File: config.mk
export PLATFORM = sky130hd
export DESIGN_NAME = muldiv_sequencer
export DESIGN_NICKNAME = d
export VERILOG_FILES = /design/src/rtl/muldiv_sequencer_pkg.sv /design/src/rtl/muldiv_sequencer_iter_core.sv /design/src/rtl/muldiv_sequencer.sv
export SDC_FILE = /design/constraint.sdc
export NUM_CORES = 1
export LEC_CHECK = 0
export BUFFER_PORTS_ARGS = -buffer_cell sky130_fd_sc_hd__buf_2
export CAP_MARGIN = 30
export CORE_ASPECT_RATIO = 1.1
export CORE_MARGIN = 8
export CORE_UTILIZATION = 25
export CTS_CLUSTER_SIZE = 28
export DETAILED_ROUTE_END_ITERATION = 6
export SETUP_SLACK_MARGIN = 0.2
export SLEW_MARGIN = 20
export SYNTH_ARGS = -nofsm -noshare
export SYNTH_HDL_FRONTEND = slang
export SYNTH_SLANG_ARGS = --single-unit
File: constraint.sdc
create_clock -name clk -period 17 [get_ports clk]
set_clock_uncertainty 0.05 [all_clocks]
set_input_delay 1.7 -clock clk [delete_from_list [all_inputs] [get_ports clk]]
set_output_delay 1.7 -clock clk [all_outputs]
set_load 0.02 [all_outputs]
File: src/rtl/muldiv_sequencer_pkg.sv
// Shared types and constants for the
// sequential multiply/divide unit.
package muldiv_sequencer_pkg;

  typedef enum logic [2:0] {
    IDLE = 3'd0,
    INIT = 3'd1,
    RUN  = 3'd2,
    FIX  = 3'd3,
    DONE = 3'd4
  } state_t;

  localparam logic OP_MULT = 1'b0;
  localparam logic OP_DIV  = 1'b1;

  localparam int ITER_COUNT = 32;
  localparam logic [4:0] CNT_INIT =
    5'(ITER_COUNT - 1);

  function automatic logic [31:0] abs32(
    input logic [31:0] v
  );
    return v[31] ? -v : v;
  endfunction

endpackage

File: src/rtl/muldiv_sequencer_iter_core.sv
// Iteration datapath: 64-bit accumulator
// with shift-add and restoring divide step.
module muldiv_iter_core
  import muldiv_sequencer_pkg::*;
(
  input  logic        clk,
  input  logic        reset,
  input  logic        load,
  input  logic        step,
  input  logic        op,
  input  logic [31:0] lo_init,
  input  logic [31:0] opnd,
  output logic [63:0] acc
);

  logic [31:0] opnd_q;
  logic [63:0] acc_nx;
  logic [63:0] sh;
  logic [32:0] sum;
  logic [32:0] diff;

  // One iteration: mult adds into the top
  // half and shifts right; div shifts left
  // and keeps the trial subtract if >= 0.
  always_comb begin
    sum  = {1'b0, acc[63:32]} + {1'b0, opnd_q};
    sh   = {acc[62:0], 1'b0};
    diff = {1'b0, sh[63:32]} - {1'b0, opnd_q};
    if (op == OP_MULT) begin
      acc_nx = acc[0] ? {sum, acc[31:1]}
                      : {1'b0, acc[63:1]};
    end else begin
      acc_nx = diff[32] ? sh
             : {diff[31:0], sh[31:0] | 32'd1};
    end
  end

  // Accumulator and operand registers.
  always_ff @(posedge clk or posedge reset) begin
    if (reset) begin
      acc    <= '0;
      opnd_q <= '0;
    end else if (load) begin
      acc    <= {32'd0, lo_init};
      opnd_q <= opnd;
    end else if (step) begin
      acc    <= acc_nx;
    end
  end

endmodule

File: src/rtl/muldiv_sequencer.sv
// Signed 32x32 mult / 32/32 div sequencer.
// MULDIV_DIVZERO_EXC_EN: div-by-zero trap.
module muldiv_sequencer
  import muldiv_sequencer_pkg::*;
(
  input  logic        clk,
  input  logic        reset,
  input  logic        start,
  input  logic        op,
  input  logic [31:0] a,
  input  logic [31:0] b,
  output logic        busy,
  output logic        done,
  output logic        hilo_write,
`ifdef MULDIV_DIVZERO_EXC_EN
  output logic        div_zero,
`endif
  output logic [31:0] hi,
  output logic [31:0] lo
);

  state_t      state;
  state_t      state_nx;
  logic        op_q;
  logic [31:0] a_q;
  logic [31:0] b_q;
  logic [4:0]  cnt;
  logic        neg_q;
  logic        sign_a_q;
  logic        bz_q;
  logic        load;
  logic        step;
  logic [31:0] abs_a;
  logic [31:0] abs_b;
  logic [63:0] acc;
  logic [63:0] res;
`ifdef MULDIV_DIVZERO_EXC_EN
  logic        dz_set;
`endif

  assign abs_a = abs32(a_q);
  assign abs_b = abs32(b_q);

  muldiv_iter_core u_core (
    .clk     (clk),
    .reset   (reset),
    .load    (load),
    .step    (step),
    .op      (op_q),
    .lo_init (op_q == OP_MULT ? abs_b : abs_a),
    .opnd    (op_q == OP_MULT ? abs_a : abs_b),
    .acc     (acc)
  );

  // State register.
  always_ff @(posedge clk or posedge reset) begin
    if (reset) state <= IDLE;
    else       state <= state_nx;
  end

  // Next state and Moore outputs.
  always_comb begin
    state_nx   = state;
    busy       = 1'b1;
    done       = 1'b0;
    hilo_write = 1'b0;
    load       = 1'b0;
    step       = 1'b0;
`ifdef MULDIV_DIVZERO_EXC_EN
    dz_set     = 1'b0;
`endif
    unique case (state)
      IDLE: begin
        busy = 1'b0;
        if (start) state_nx = INIT;
      end
      INIT: begin
        load     = 1'b1;
        state_nx = RUN;
`ifdef MULDIV_DIVZERO_EXC_EN
        if (op_q == OP_DIV && b_q == '0) begin
          load     = 1'b0;
          dz_set   = 1'b1;
          state_nx = IDLE;
        end
`endif
      end
      RUN: begin
        step = 1'b1;
        if (cnt == '0) state_nx = FIX;
      end
      FIX: state_nx = DONE;
      DONE: begin
        done       = 1'b1;
        hilo_write = 1'b1;
        state_nx   = IDLE;
      end
      default: state_nx = IDLE;
    endcase
  end

  // Operands are latched only on an accepted start.
  always_ff @(posedge clk or posedge reset) begin
    if (reset) begin
      op_q <= OP_MULT;
      a_q  <= '0;
      b_q  <= '0;
    end else if (state == IDLE && start) begin
      op_q <= op;
      a_q  <= a;
      b_q  <= b;
    end
  end

  // Result signs and iteration counter.
  always_ff @(posedge clk or posedge reset) begin
    if (reset) begin
      cnt      <= '0;
      neg_q    <= 1'b0;
      sign_a_q <= 1'b0;
      bz_q     <= 1'b0;
    end else if (state == INIT) begin
      cnt      <= CNT_INIT;
      neg_q    <= a_q[31] ^ b_q[31];
      sign_a_q <= a_q[31];
      bz_q     <= (b_q == '0);
    end else if (state == RUN) begin
      cnt      <= cnt - 5'd1;
    end
  end

  // Sign correction; a zero divisor yields
  // an all-ones quotient and remainder = a.
  always_comb begin
    res = acc;
    if (op_q == OP_MULT) begin
      if (neg_q) res = -acc;
    end else if (bz_q) begin
      res = {a_q, 32'hFFFF_FFFF};
    end else begin
      res[31:0]  = neg_q ? -acc[31:0]
                         : acc[31:0];
      res[63:32] = sign_a_q ? -acc[63:32]
                            : acc[63:32];
    end
  end

  // HI/LO take the result as DONE is entered,
  // so they are valid in the done cycle.
  always_ff @(posedge clk or posedge reset) begin
    if (reset) begin
      hi <= '0;
      lo <= '0;
    end else if (state == FIX) begin
      hi <= res[63:32];
      lo <= res[31:0];
    end
  end

`ifdef MULDIV_DIVZERO_EXC_EN
  // One-cycle trap pulse after INIT aborts.
  always_ff @(posedge clk or posedge reset) begin
    if (reset) div_zero <= 1'b0;
    else       div_zero <= dz_set;
  end
`endif

endmodule

# Word-level counts from Yosys, hierarchy flattened
# Index checks and enable logic that the tools add are counted.
[totals] ff_bits=236 in_bits=68 out_inout_bits=67 elab_cells=57
[op_classes] add_sub_neg=8 eq_ne=6 muxes=23 n_bitwise=1 n_reduce_logical=7
[ops] cell="$mux 64" n=8
[ops] cell="$mux 32" n=6
[ops] cell="$neg 32->32" n=4
[ops] cell="$neg 64->64" n=1
[ops] cell="$add 32x32->33" n=1
[ops] cell="$sub 32x32->33" n=1
[ops] cell="$logic_not 32->1" n=1
[ops] cell="$pmux 3 s4" n=1
[ops] cell="$mux 5" n=2
[ops] cell="$eq 3x2->1 const B" n=2
[ops] cell="$mux 3" n=2
[ops] cell="$logic_not 5->1" n=1
[ops] cell="$sub 5x1->5 const B" n=1
[ops] cell="$mux 1" n=4
[ops] cell="$ne 2x2->1 const B" n=2
[ops] cell="$reduce_bool 2->1" n=2
[ops] cell="$eq 3x1->1 const B" n=1
[ops] cell="$eq 3x3->1 const B" n=1
[ops] cell="$logic_not 3->1" n=1
[ops] cell="$reduce_and 2->1" n=1
[ops] cell="$logic_and 1x1->1" n=1
[ops] cell="$xor 1x1->1" n=1

# Logic depth before layout (Yosys ltp)
# Gate-level depths: netlist of run 1.
[logic_depth] word_depth=5 mapped_depth=14 depth_no_buf=13

# Modules after synthesis
# Synthesis of run 1 repeated with hierarchy kept, for this count alone.
[unflattened] hier_cells=2231 hier_area_um2=18600.3
[by_module_without_submodules] module="muldiv_sequencer" instances=1 cells_each=1161 area_each_um2=10098.4 seq_area_each_um2=3503.4
[by_module_without_submodules] module="muldiv_iter_core" instances=1 cells_each=1070 area_each_um2=8501.9 seq_area_each_um2=2402.3

# Least setup slack after synthesis of run 1
# No wires, ideal clock.
[synth_timing] path_kind="register to register" start="reg u_core.acc[48]" end="reg u_core.acc[51]" setup_time_ns=0.138 t_arrival_ns=3.206 setup_slack_ns=13.606 path_stages_with_launch=12 cell_sequence="dfrtp_1 ha_1 a21oi_1 o21a_1 nor4_1 or4_1 or3b_2 o221ai_1 buf_2 buf_2 mux2i_1 o221ai_1"
[synth_via] elab_chain_cells=5 word_cells_on_any_way=7
[synth_rtl] element="start: declaration" line_no="muldiv_sequencer_iter_core.sv:13" source="output logic [63:0] acc"
[synth_rtl] element="start signal: assignment" line_no="muldiv_sequencer_iter_core.sv:44" source="acc <= {32'd0, lo_init};"
[synth_rtl] element="start signal: assignment" line_no="muldiv_sequencer_iter_core.sv:47" source="acc <= acc_nx;"
[synth_rtl] element="$add 32x32->33 or $sub 32x32->33 (tied branches)" line_no="muldiv_sequencer_iter_core.sv:26, muldiv_sequencer_iter_core.sv:28"
[synth_rtl] element="$mux 64, on equally long branches" line_no="muldiv_sequencer_iter_core.sv:30, muldiv_sequencer_iter_core.sv:33"
[synth_rtl] element="$mux 64 *" line_no="muldiv_sequencer_iter_core.sv:29" source="if (op == OP_MULT) begin"
[synth_rtl] element="$mux 64 *" line_no="muldiv_sequencer_iter_core.sv:46" source="end else if (step) begin"
[synth_rtl] element="$mux 64 *" line_no="muldiv_sequencer_iter_core.sv:43" source="end else if (load) begin"
# Every way passes the cells marked *; elsewhere a longest branch is shown, timed or not. The select of a mux whose other input is x is not followed.
# A chain may end at the register's enable or synchronous reset.

# Worst setup path in the final report of run 1
[layout_timing] start="reg u_core.acc[0]" end="reg hi[16]"
[layout_via] elab_chain_cells=3
[layout_rtl] element="$neg 64->64" line_no="muldiv_sequencer.sv:137" source="if (neg_q) res = -acc;"
[layout_rtl] element="$mux 64" line_no="muldiv_sequencer.sv:137"
[layout_rtl] element="$mux 64" line_no="muldiv_sequencer.sv:136" source="if (op_q == OP_MULT) begin"
[layout_rtl] element="end signal: assignment" line_no="muldiv_sequencer.sv:155" source="hi <= res[63:32];"
[layout_rtl] element="end: declaration" line_no="muldiv_sequencer.sv:18" source="output logic [31:0] hi,"
# No other way between the ends.

==> results of run 1 <==
-- worst max-delay path, stage by stage, from the launching register on --
cell and delay [ns]:
dfrtp_1 0.37, inv_1 0.66, ha_1 0.35, nand4_1 0.19, or3_1 0.50, nand3b_1 0.27
nand3b_1 0.62, or2_2 0.54, o31ai_1 0.25, xnor2_1 0.15, o21ai_0 0.08, o21ai_0 0.17
-- logic make-up after synthesis --
kind of cell | count (synthesis) | synth area share (%)
fa+ha+maj | 73 | 5.236
compound gates | 667 | 22.96
simple gates | 626 | 16.10
buf+inv | 217 | 4.777
mux | 136 | 8.136
flops | 236 | 33.31
xor+xnor | 192 | 9.484
-- registers in the layout, summed over array words and instances, names as in the netlist --
register,flops
cnt,5
u_core.opnd_q,32
hi,32
neg_q,1
u_core.acc,64
b_q,32
sign_a_q,1
state,3
a_q,32
bz_q,1
lo,32
op_q,1
-- power by group through the flow --
stage	clock network (mW)	logic (mW)	registers [mW]
floorplan	0	2.15	1.12
global placement	0	2.84	1.30
detailed placement	0	2.85	1.30
CTS	0.656	2.86	1.29
global route	0.681	3.19	1.33
finish	0.647	2.90	1.30
-- per-stage QoR --
stage | hold WS [ns] | cell area (sq um) | total power, mW | util, %
floorplan | 0.4253 | 17730 | 3.277 | -
global placement | 0.4082 | 19200 | 4.136 | 27.30
detailed placement | 0.4103 | 19200 | 4.153 | 27.30
CTS | 0.4244 | 20170 | 4.813 | 28.69
global route | 0.4531 | 20230 | 5.207 | 28.77
finish | 0.4219 | 20240 | 4.841 | 28.79
-- path summary, 6_finish.rpt --
path | from | to | slack [ns] | cells past startpoint
min in group asynchronous | reset | lo[8]$_DFFE_PP0P_ | 1.23 | 2
max in group asynchronous | reset | neg_q$_DFFE_PP0P_ | 13.70 | 5
min reg2reg | hi[21]$_DFFE_PP0P_ | hi[21]$_DFFE_PP0P_ | 0.42 | 2
max | u_core.acc[0]$_DFFE_PP0P_ | hi[16]$_DFFE_PP0P_ | 12.71 | 11
max reg2reg | u_core.acc[0]$_DFFE_PP0P_ | hi[16]$_DFFE_PP0P_ | 12.71 | 11
min | hi[21]$_DFFE_PP0P_ | hi[21]$_DFFE_PP0P_ | 0.42 | 2
-- layer usage --
layer	wire length [um]	global-route usage (%)
met1	28320	21.31
met2	27280	22.98
met3	4656	2.644
met4	1356	3.191
met5	40	0
-- area by class of cell --
type / count / area, sq um / share of cell area [%]
diodes: 6 / 15.01 / 0.07417
repair buffers: 160 / 905.9 / 4.475
multi-input cells: 1694 / 11020 / 54.43
inverters: 64 / 247.7 / 1.224
flip-flops and latches: 236 / 5912 / 29.20
well taps: 936 / 1171 / 5.785
clock inverters: 7 / 116.4 / 0.5748
clock buffers: 43 / 858.3 / 4.240
-- cell usage after synthesis (all sizes together), types with 21 or more instances --
cell and number:
mux2 65, a21oi 149, o31ai 29, buf 26
o211ai 53, mux2i 71, nor2 144, nand2 295
clkbuf 127, o21ai 261, dfrtp 236, nor3 24
or3 21, xnor2 106, xor2 86, ha 71
nand2b 26, a21o 27, inv 64
==> metrics.cfg, run 1 <==
[clock_tree]
hold_buffers=0
cts-buffers-inserted=28
cts_tree=built
clk_pin_slew_ns=0.06
postCtsSetupBuffers=0
ctsResizeCount=0
htreeDepth=1
clock-sinks=236
clkLatencyLatePin_ns=0.57
cts_root_buf=clkbuf_16
cts_buffer_depth=3

[critical_path]
cp_data_required_time_ns=17.43
crit_fanout=24
worstPathArrival_ns=4.72
end_kind=flop
start_kind=flop
criticalPathCategory=flop to flop

[drt]
wl_per_cell_um=19.60
routed_via_density=5.172
dr.pass1.iters=5
drc=0
drt_wl_total_um=61650
drtIter0Drc=1572
vias=16270
drtAntennaViolNets=0

[finish]
final_cells=3146
nets=2325
final_cell_mix=295 x nand2_1, 258 x o21ai_0, 233 x dfrtp_1
syn_to_final_growth_pct=14.18
fillers=7497
final_layout_size_suffix_gt1_share_pct=13.66
layout_commonest_cell=nand2_1

[outcome]
status=finished, final reports clean

[synthesis]
synth-seq-cells=236
netlist_instances=2147
synthTopCellsByArea=dfrtp_1 33%, o21ai_0 7.3%, nand2_1 6.2%
synth_cell_types=75
synth_area_leader_cell=dfrtp_1
ys.flop_type=dfrtp_1
synth_area_sq_um=17730
synth_nets=2288
ys_seq_area_share_pct=33.31
async_reset_ff_share_pct=100.0
yosysTopAreaCellShare_pct=33.31
synth_edf_count=0
syn_area_per_cell_sq_um=8.258
yosysWarnings=0

[power_and_ir_drop]
ir_worst_vdd_mv=0.1131
p_int_mw=2.362
p_sw_mw=2.479
clkPwrFrac_pct=13.4
leakage_nw=8.302
pwr-share-seq_pct=26.8
comb_power_share_pct=59.8
powerDensity_nw_per_um2=239.1
swShare_pct=51.20

[timing]
tightest_slew_ns=0.9676
max_freq_mhz=233.1
hold_viol_final=0
finalCritPeriodShare_pct=25.23
setup_tns_ns=0
slew_violations=0
fin_crit_ns=4.290
rsz0062_at_grt=false
relSlewSlack_pct=35.34
finalSetupViolCount=0
setup_slack_ns=12.71

[global_route]
track_usage_pct=14.80
first_global_vias=15380
grt_antenna_before_repair=8
grt_max_degree=111
grt_pass1_wl_um=94610
overflow=0

[place]
dp_cells=3088
routabilityCongestion=0.9209
post-place-ws_ns=12.60
dpl.hpwl_um=46330
io_buffers=134

[floorplan]
die_h_um=295.3
core.rowCount=102
ios=135
start_util_pct=25.21
core_area_sq_um=70320
die_w_um=269.9
die_area_sq_um=79710

[job]
drv_cap=0

[worst_hold_path]
hp-class=flop to flop

Note: power is estimated with default switching activity, not from simulation.
==> run 2: changes to the inputs <==
--- a/config.mk
+++ b/config.mk
@@ -5,6 +5,7 @@
 export SDC_FILE = /design/constraint.sdc
 export NUM_CORES = 1
 export LEC_CHECK = 0
+export ABC_AREA = 1
 export BUFFER_PORTS_ARGS = -buffer_cell sky130_fd_sc_hd__buf_2
 export CAP_MARGIN = 30
 export CORE_ASPECT_RATIO = 1.1
==> constraint.sdc (replaced) <==
create_clock -name clk -period 4 [get_ports clk]
set_clock_uncertainty 0.05 [all_clocks]
set_input_delay 0.4 -clock clk [delete_from_list [all_inputs] [get_ports clk]]
set_output_delay 0.4 -clock clk [all_outputs]
set_load 0.02 [all_outputs]
==> run 2 against run 1 <==
Effect of this change: area after synthesis rose by 16%; clock-buffer cell count fell by 4; sequential power rose to 3.7 times the previous value; via count rose by 41%; clock power rose to 4.7 times the previous value; worst setup slack got worse by 12 ns; flip-flop and latch count did not move; core utilization rose by 0.24 points; largest cell class unchanged; maximum frequency rose by 45%.
==> metrics.cfg, run 2 <==
[outcome]
status=finished, final reports clean

[timing]
tightest_slew_ns=0.9787  ; +0.01109 ns
timing.hold.ws_ns=0.02032  ; -0.4016 ns
finalCritPeriodShare_pct=74.00  ; +49 points
setup_tns_ns=0  ; unchanged
relSlewSlack_pct=34.60  ; -0.74 points
setup_slack_ns=1.040  ; -11.67 ns
finalSetupViolCount=0  ; unchanged
hold_viol_final=0  ; unchanged
max_freq_mhz=337.8  ; +45%
fin_crit_ns=2.960  ; -1.330 ns
rsz0062_at_grt=false
slew_violations=0  ; unchanged

[drt]
dr.pass1.iters=6  ; +1
drt_wl_total_um=91880  ; +49%
dr.max_layer_used=met5
routed_via_density=5.012  ; -3.1%
drtAntennaViolNets=0  ; unchanged
drc=0  ; unchanged
wl_met2_um=40600  ; +49%
drtIter0Drc=2502  ; +59%
wl_met3_um=7924  ; +70%
wl_per_cell_um=20.08  ; +2.5%
vias=22940  ; +41%
m1WireLength_um=39040  ; +38%

[synthesis]
synth_edf_count=0  ; unchanged
synthTopCellsByArea=dfrtp_1 29%, nand2_1 18%, nand3_1 8.8%
synth-seq-cells=236  ; unchanged
async_reset_ff_share_pct=100.0  ; unchanged
synth_nets=3534  ; +54%
yosysTopAreaCellShare_pct=28.68  ; -4.6 points
yosysWarnings=0  ; unchanged
ys.flop_type=dfrtp_1
syn_area_per_cell_sq_um=6.069  ; -27%
synth_common_cells=1013 x nand2_1, 459 x inv_1, 392 x nor2_1
synth_area_leader_cell=dfrtp_1
synth_area_sq_um=20590  ; +16%
synth_cell_types=49  ; -35%
netlist_instances=3393  ; +58%
ys_seq_area_share_pct=28.68  ; -4.6 points
synth.most_common_cell=nand2_1

[clock_tree]
clkLatencyLatePin_ns=0.61  ; +0.04 ns
htreeDepth=1  ; unchanged
clock-sinks=236  ; unchanged
ctsResizeCount=0  ; unchanged
hold_buffers=25  ; +25
cts_tree=built
cts_root_buf=clkbuf_16
cts-buffers-inserted=30  ; +7.1%
postCtsSetupBuffers=0  ; unchanged
cts_buffer_depth=3  ; unchanged
clk_pin_slew_ns=0.07  ; about the same

[global_route]
grt_antenna_before_repair=9  ; +1
grt_pass1_wl_um=136100  ; +44%
track_usage_pct=19.38  ; +4.6 points
overflow=0  ; unchanged
first_global_vias=21230  ; +38%
grt_max_degree=102  ; -8.1%

[place]
post-place-ws_ns=1.123  ; -11.47 ns
routabilityCongestion=0.9777  ; +6.2%
dp_cells=4493  ; +45%
dpl.hpwl_um=72810  ; +57%
io_buffers=134  ; unchanged

[floorplan]
core.rowCount=110  ; +7.8%
start_util_pct=25.19  ; about the same
die_area_sq_um=91820  ; +15%
die_w_um=289.7  ; +7.3%
ios=135  ; unchanged
die_h_um=317.0  ; +7.3%
core_area_sq_um=81750  ; +16%

[critical_path]
cp_data_required_time_ns=4.47  ; -12.96 ns
worstPathArrival_ns=3.43  ; -1.29 ns
criticalPathCategory=flop to flop
crit_fanout=20  ; -17%
end_kind=flop
start_kind=flop

[finish]
layout_commonest_cell=nand2_1
fin_util_pct=29.03  ; +0.24 points
final_layout_size_suffix_gt1_share_pct=7.776  ; -5.9 points
regMostFlops=u_core.acc
largest_reg_flops=64  ; unchanged
final_cell_mix=1013 x nand2_1, 458 x inv_1, 391 x nor2_1
nets=3628  ; +56%
final_cells=4576  ; +45%
syn_to_final_growth_pct=15.23

[power_and_ir_drop]
p_int_mw=10.01  ; +320%
clkPwrFrac_pct=12.7  ; -0.7 points
leakage_nw=12.11  ; +46%
p_sw_mw=13.88  ; +460%
swShare_pct=58.10  ; +6.9 points
pwr-share-seq_pct=20.3  ; -6.5 points
comb_power_share_pct=67.0  ; +7.2 points
powerDensity_nw_per_um2=1007  ; +320%
ir_worst_vdd_mv=0.5074  ; +350%

[job]
drv_cap=0  ; unchanged

[worst_hold_path]
hp-class=primary input to flop

## run 2: changes by cell type after synthesis, moves of 27 or more
cell and delta:
nand2_1 +718, nor2_1 +248, o21ai_0 -121, mux2_2 -59, mux2i_1 -71, nand3_1 +343, xnor2_1 -88, a21oi_1 +123
a21o_1 -27, clkbuf_1 -38, inv_1 +396
## run 2: area by class of cell
class,instances,area (sq um)
antenna,1,2.502
inverter,467,1764
multi-input combinational,2557,12400
fill,9283,58020
sequential,236,5911
clock buffer,39,834.6
tap,1064,1331
timing repair buffer,195,1241
clock inverter,17,247.7
## run 2: critical path, stage by stage, from the launching register on
cell	delay (ns)
dfrtp_1	0.48
inv_1	0.20
fa_1	0.55
inv_1	0.13
nand2_1	0.06
nand2_1	0.11
nand3_1	0.09
nand2_2	0.10
nand2_2	0.06
nand2_4	0.09
nand2_4	0.10
nand2_4	0.22
nor2_2	0.05
buf_4	0.22
a21oi_1	0.16
nand3_1	0.11
nand2_1	0.06
## run 2: logic make-up (layout without fill, tap and decap cells)
kind of cell / count (synthesis) / count (layout) / synth area share, %
buffers and inverters: 600 / 718 / 11.22
other: 0 / 1 / 0
xor gates and xnor gates: 92 / 92 / 3.913
AOI/OAI and AO/OA: 516 / 516 / 13.59
muxes: 6 / 6 / 0.3281
and+or+nand+nor: 1870 / 1870 / 37.77
DFF: 236 / 236 / 28.68
adders and majority gates: 73 / 73 / 4.508
## run 2: through the flow
step           area [sq um]  power [mW]
2_1_floorplan         20600       15.08
3_3_place_gp          22380       20.53
3_5_place_dp          22380       20.53
4_1_cts               23710       23.65
5_1_grt               23730       25.68
6_report              23730       23.90
## run 2: per-layer routing
layer	vias up	global-route usage, %
li1	11030	-
met1	10720	25.78
met2	999	30.44
met3	173	3.993
met4	6	7.965
met5	-	0
## run 2: power groups by stage
stage               Combinational, mW  Sequential, mW  Clock, mW
finish                           16.0            4.85       3.02
detailed placement               15.7            4.86          0
floorplan                        10.4            4.67          0
global placement                 15.7            4.84          0
CTS                              15.8            4.81       3.06
global route                     17.6            4.96       3.15
## run 2: worst paths after layout
| kind | start | slack [ns] | cells past startpoint | end |
|---|---|---|---|---|
| max in group asynchronous | reset | 2.55 | 4 | op_q$_DFFE_PP0P_ |
| min | b[29] | 0.02 | 3 | b_q[29]$_DFFE_PP0P_ |
| min reg2reg | state[0]$_DFFE_PP0P_ | 0.42 | 1 | state[0]$_DFFE_PP0P_ |
| min in group asynchronous | reset | 0.40 | 3 | hi[8]$_DFFE_PP0P_ |
| max reg2reg | u_core.acc[32]$_DFFE_PP0P_ | 1.04 | 16 | u_core.acc[52]$_DFFE_PP0P_ |
| max | u_core.acc[32]$_DFFE_PP0P_ | 1.04 | 16 | u_core.acc[52]$_DFFE_PP0P_ |
